--- src/rtl/programmable_counting_element.sv ---
// Programmable down-counter with a selectable active field (low/high/full),
// binary or BCD decrement, and one-shot or periodic auto-reload modes.
module programmable_counting_element #(
  parameter int WIDTH = 16,
  parameter int HALF  = WIDTH / 2
) (
  input  logic             CLK,
  input  logic             RST,
  input  logic [WIDTH-1:0] initial_count,
  input  logic             load_new_count,
  input  logic             count_enable,
  input  logic             counter_programmed,
  input  logic             BCD,
  input  logic [1:0]       RW,
  input  logic             MODE,
  output logic [WIDTH-1:0] current_count,
  output logic             count_loaded,
  output logic             terminal_count,
  output logic             running
);

  localparam logic [1:0] IDLE  = 2'd0;
  localparam logic [1:0] COUNT = 2'd1;
  localparam logic [1:0] DONE  = 2'd2;

  localparam int DIGITS = WIDTH / 4;

  localparam logic [WIDTH-1:0] LOW_MASK  = {{(WIDTH-HALF){1'b0}}, {HALF{1'b1}}};
  localparam logic [WIDTH-1:0] HIGH_MASK = ~LOW_MASK;
  localparam logic [WIDTH-1:0] FULL_MASK = {WIDTH{1'b1}};
  localparam logic [WIDTH-1:0] LOW_UNIT  = {{(WIDTH-1){1'b0}}, 1'b1};
  localparam logic [WIDTH-1:0] HIGH_UNIT = LOW_UNIT << HALF;

  logic [1:0]       state;
  logic [WIDTH-1:0] reload_count;
  logic [WIDTH-1:0] field_mask;
  logic [WIDTH-1:0] field_unit;
  logic [WIDTH-1:0] bin_next;
  logic [WIDTH-1:0] dec_next;
  logic             field_is_one;

  // Ripple-borrow decimal decrement restricted to digits selected by mask;
  // digits outside the field are never touched, so no borrow escapes it.
  function automatic logic [WIDTH-1:0] bcd_dec(input logic [WIDTH-1:0] v,
                                               input logic [WIDTH-1:0] mask);
    logic [WIDTH-1:0] r;
    logic             borrow;
    r      = v;
    borrow = 1'b1;
    for (int i = 0; i < DIGITS; i++) begin
      if (mask[4*i] && borrow) begin
        if (v[4*i +: 4] == 4'd0) begin
          r[4*i +: 4] = 4'd9;
        end else begin
          r[4*i +: 4] = v[4*i +: 4] - 4'd1;
          borrow      = 1'b0;
        end
      end
    end
    return r;
  endfunction

  // NOTE: every signal gets a default before the case so no path infers a latch.
  always_comb begin
    field_mask = FULL_MASK;
    field_unit = LOW_UNIT;
    case (RW)
      2'b01: begin
        field_mask = LOW_MASK;
        field_unit = LOW_UNIT;
      end
      2'b10: begin
        field_mask = HIGH_MASK;
        field_unit = HIGH_UNIT;
      end
      default: begin
        field_mask = FULL_MASK;
        field_unit = LOW_UNIT;
      end
    endcase
  end

  // Subtracting the field's unit and masking discards any borrow out of the field.
  assign bin_next     = (current_count & ~field_mask) | ((current_count - field_unit) & field_mask);
  assign dec_next     = BCD ? bcd_dec(current_count, field_mask) : bin_next;
  assign field_is_one = (current_count & field_mask) == field_unit;
  assign running      = (state == COUNT);

  // NOTE: sequential state uses non-blocking assignments so every register
  // updates from pre-edge values regardless of statement order.
  always_ff @(posedge CLK) begin
    if (RST) begin
      state          <= IDLE;
      current_count  <= '0;
      reload_count   <= '0;
      count_loaded   <= 1'b0;
      terminal_count <= 1'b0;
    end else if (counter_programmed) begin
      state          <= IDLE;
      count_loaded   <= 1'b0;
      terminal_count <= 1'b0;
    end else if (load_new_count) begin
      state          <= COUNT;
      current_count  <= initial_count;
      reload_count   <= initial_count;
      count_loaded   <= 1'b1;
      terminal_count <= 1'b0;
    end else if (state == COUNT) begin
      if (count_enable) begin
        if (field_is_one) begin
          terminal_count <= 1'b1;
          if (MODE) begin
            current_count <= (current_count & ~field_mask) | (reload_count & field_mask);
          end else begin
            current_count <= current_count & ~field_mask;
            state         <= DONE;
          end
        end else begin
          current_count  <= dec_next;
          terminal_count <= 1'b0;
        end
      end else begin
        terminal_count <= 1'b0;
      end
    end
  end

endmodule

--- config.mk ---
export PLATFORM = sky130hd
export DESIGN_NAME = programmable_counting_element
export DESIGN_NICKNAME = d
export VERILOG_FILES = /design/src/rtl/programmable_counting_element.sv
export SDC_FILE = /design/constraint.sdc
export NUM_CORES = 1
export LEC_CHECK = 0
export CORE_ASPECT_RATIO = 0.9
export CORE_UTILIZATION = 35
export DETAILED_ROUTE_END_ITERATION = 7
export SYNTH_ARGS = -nofsm -noshare
export SYNTH_HDL_FRONTEND = slang
export SYNTH_SLANG_ARGS = --single-unit
export TNS_END_PERCENT = 1
--- constraint.sdc ---
create_clock -name CLK -period 4.1 [get_ports CLK]
set_input_delay 0.82 -clock CLK [delete_from_list [all_inputs] [get_ports CLK]]
set_output_delay 0.82 -clock CLK [all_outputs]
set_load 0.02 [all_outputs]
==> impl_metrics.yaml <==
grt:
  grt_max_degree: 28
  grt_pass1_vias: 2984
  grt_antenna_before_repair: 0
  grt_pass1_wl_um: 15400
  grt_util_all_layers: 0.2384
  grt-ovfl-total: 0
route:
  top_layer: "met4"
  via_per_inst: 6.327
  avgRoutedWirePerCell_um: 18.69
  drc: 0
  drtIter0Drc: 384
  first_pass_iters: 5
  wl_met2_um: 3963
  vias: 3233
  wl_met1_um: 4625
  ant_nets: 0
  wl_met3_um: 834
  routed_wl_um: 9551
worst_setup_path:
  crit_path_end_kind: "flop"
  reg2reg_slack_ps: 1240
  critPathKind: "primary input to flop"
  crit_required_ps: 4250
  cp_data_arrival_time_ps: 3720
  path_max_fanout: 11
  cp-start-kind: "primary input"
  reg2reg_depth: 9
worst_hold_path:
  min_to: "reload_count[4]$_SDFFE_PP0P_"
  hp-start: "reload_count[4]$_SDFFE_PP0P_"
  hold_path.class: "flop to flop"
  min_path_cells: 2
yosys:
  synth_nets: 415
  ys_seq_elements: 36
  seq_area_frac_synth: 0.2582
  synth-main-ff-cell: "dfxtp_1"
  async_flop_share: 0
  synth_enable_flop_cells: 0
  syn_inst: 386
  syn_area_um2: 2791
  synth.distinct_cells: 67
  ys_warn_count: 0
  synth.avg_cell_area_um2: 7.232
floorplan:
  io_pins: 44
  start_util: 0.3663
  chipWidth_um: 96.14
  core_um2: 7620
  die-area_um2: 8337
  fp.dieH_um: 86.72
  rows: 30
timing:
  slew_headroom: 0.4969
  grt_setup_unrepaired: "no"
  finalWorstPathRequiredPeriod_ps: 3570
  fin_skew_ps: 8.511
  slew_violations: 0
  setup_tns_ps: 0
  hold_viol: 0
  fmax_ghz: 0.2801
  finalSetupViolCount: 0
  worst_pin_slew_ps: 752.3
  fin_crit_sh: 0.8707
  whs_ps: 461.7
clocking:
  cts_sinks: 36
  cts_tree: "done"
  numCtsBuffers: 5
  clk_latency_ps: 300
  htreeDepth: 2
  cts_setup_buffers: 0
  cts_hold_buffers: 0
  cts_root_buf: "clkbuf_8"
  clk_path_buf_depth: 2
  post_cts_resized: 0
  path_clk_slew_ps: 80
place:
  dp.final_hpwl_um: 6986
  finalWeightedCongestion: 0.9116
  numPortBuffers: 43
  dpl_cell_area_um2: 3308
job:
  max_cap_viol_count: 0
cells_and_area:
  nNetsFinal: 444
  syn2layout_area_growth_pct: 21.96
  num_antenna_cells: 0
  stdcell_area_um2: 3405
  drive_gt1_frac: 0.09398
power:
  ir_worst_vdd_mv: 0.1483
  powerDensity_nw_per_um2: 347.1
  p_leak_nw: 1.171
outcome:
  run_status: "completed"
cell families (layout without fill, tap and decap cells):
kind of cell / after synthesis / after routing / share of synthesized area
fa+ha+maj: 4 / 4 / 0.01793
compound gates: 152 / 152 / 0.3801
mux: 2 / 2 / 0.007172
buf+inv: 47 / 76 / 0.06858
flops: 36 / 36 / 0.2582
simple gates: 142 / 142 / 0.2586
xor+xnor: 3 / 3 / 0.009415
worst max-delay path by stage:
stage | from | cells past startpoint | slack [ps] | to
final | RW[0] | 11 | 530 | flop
after CTS | RW[0] | 11 | 570 | flop
after global placement | RW[0] | 11 | 420 | flop
after global routing | RW[0] | 11 | 90 | flop
after detailed placement | RW[0] | 11 | 280 | flop
after floorplan | RW[1] | 12 | 870 | flop
synth_stat cells (all sizes together), types with 3 or more instances:
cell type	number	area share
a211o	4	0.013
a211oi	7	0.022
a21boi	3	0.011
a21oi	40	0.073
a221oi	4	0.013
a22o	7	0.022
a22oi	5	0.013
a311oi	9	0.030
a31o	3	0.0094
a31oi	7	0.016
and2	4	0.0090
buf	12	0.022
clkbuf	25	0.034
dfxtp	36	0.26
ha	4	0.018
inv	10	0.013
nand2	54	0.073
nand2b	4	0.0090
nand3	6	0.011
nand4b	3	0.0094
nor2	21	0.028
nor2b	5	0.011
nor3	22	0.043
nor3b	3	0.0081
nor4	5	0.013
o211ai	5	0.013
o21a	3	0.0081
o21ai	23	0.041
o221ai	3	0.0094
o22ai	5	0.011
o311ai	3	0.0094
o31ai	4	0.011
or3	5	0.013
or4	4	0.012
cells in the final DEF, fill, tap and decap left out, types with 3 or more instances in the layout:
cell / synthesis / final
a211o_1: 4 / 4
a211oi_1: 5 / 5
a21oi_1: 39 / 39
a221oi_1: 4 / 4
a22o_1: 7 / 7
a22oi_1: 5 / 5
a311oi_1: 8 / 8
a31o_2: 3 / 3
a31oi_1: 7 / 7
and2_1: 3 / 3
buf_4: 1 / 16
clkbuf_8: 0 / 7
clkdlybuf4s50_1: 0 / 43
dfxtp_1: 36 / 36
ha_1: 4 / 4
inv_1: 9 / 9
nand2_1: 54 / 54
nand2b_1: 4 / 4
nand3_1: 6 / 6
nand4b_1: 3 / 3
nor2_1: 21 / 21
nor2b_1: 5 / 5
nor3_1: 21 / 21
nor3b_1: 3 / 3
nor4_1: 4 / 4
o211ai_1: 5 / 5
o21a_1: 3 / 3
o21ai_0: 20 / 20
o21ai_1: 3 / 3
o221ai_1: 3 / 3
o22ai_1: 5 / 5
o311ai_0: 3 / 3
o31ai_1: 4 / 4
or3_1: 4 / 4
or4_1: 3 / 3
per-layer routing:
metal,up-vias,track usage
li1,1523,-
met1,1516,0.3653
met2,183,0.3366
met3,11,0.04035
met4,0,0.06513
met5,-,0
where the power goes:
part / leakage [nW] / internal (W) / switching [W]
Clock: 0.0503 / 0.000150 / 0.000135
Sequential: 0.295 / 0.000374 / 0.0000543
Combinational: 0.825 / 0.000197 / 0.000271
cell type report:
type | count | area [um^2]
clock buffer | 7 | 96.34
fill | 781 | 4215
inverter | 10 | 37.54
multi-input combinational | 303 | 1879
sequential | 36 | 720.7
tap | 96 | 120.1
timing repair buffer | 59 | 550.5
per-stage QoR:
step                utilization  total power (W)  worst slack [ps]  std cells
floorplan                     -        0.0007327             872.4        386
global placement         0.4342        0.0008892             423.9        504
detailed placement       0.4342        0.0008912             277.9        504
CTS                      0.4468         0.001171             568.8        511
global route             0.4468         0.001237             87.06        511
finish                   0.4468         0.001182             530.2        511
critical path: stages:
cell and delay [ps]:
clkdlybuf4s50_1 540, nor2b_1 90, inv_2 70, ha_1 360, ha_1 280, nor3b_1 360, a21boi_1 210, o41ai_1 340
a21oi_1 100, o311ai_0 420, a211oi_2 130
No activity file was read; power rests on OpenSTA's default activity.
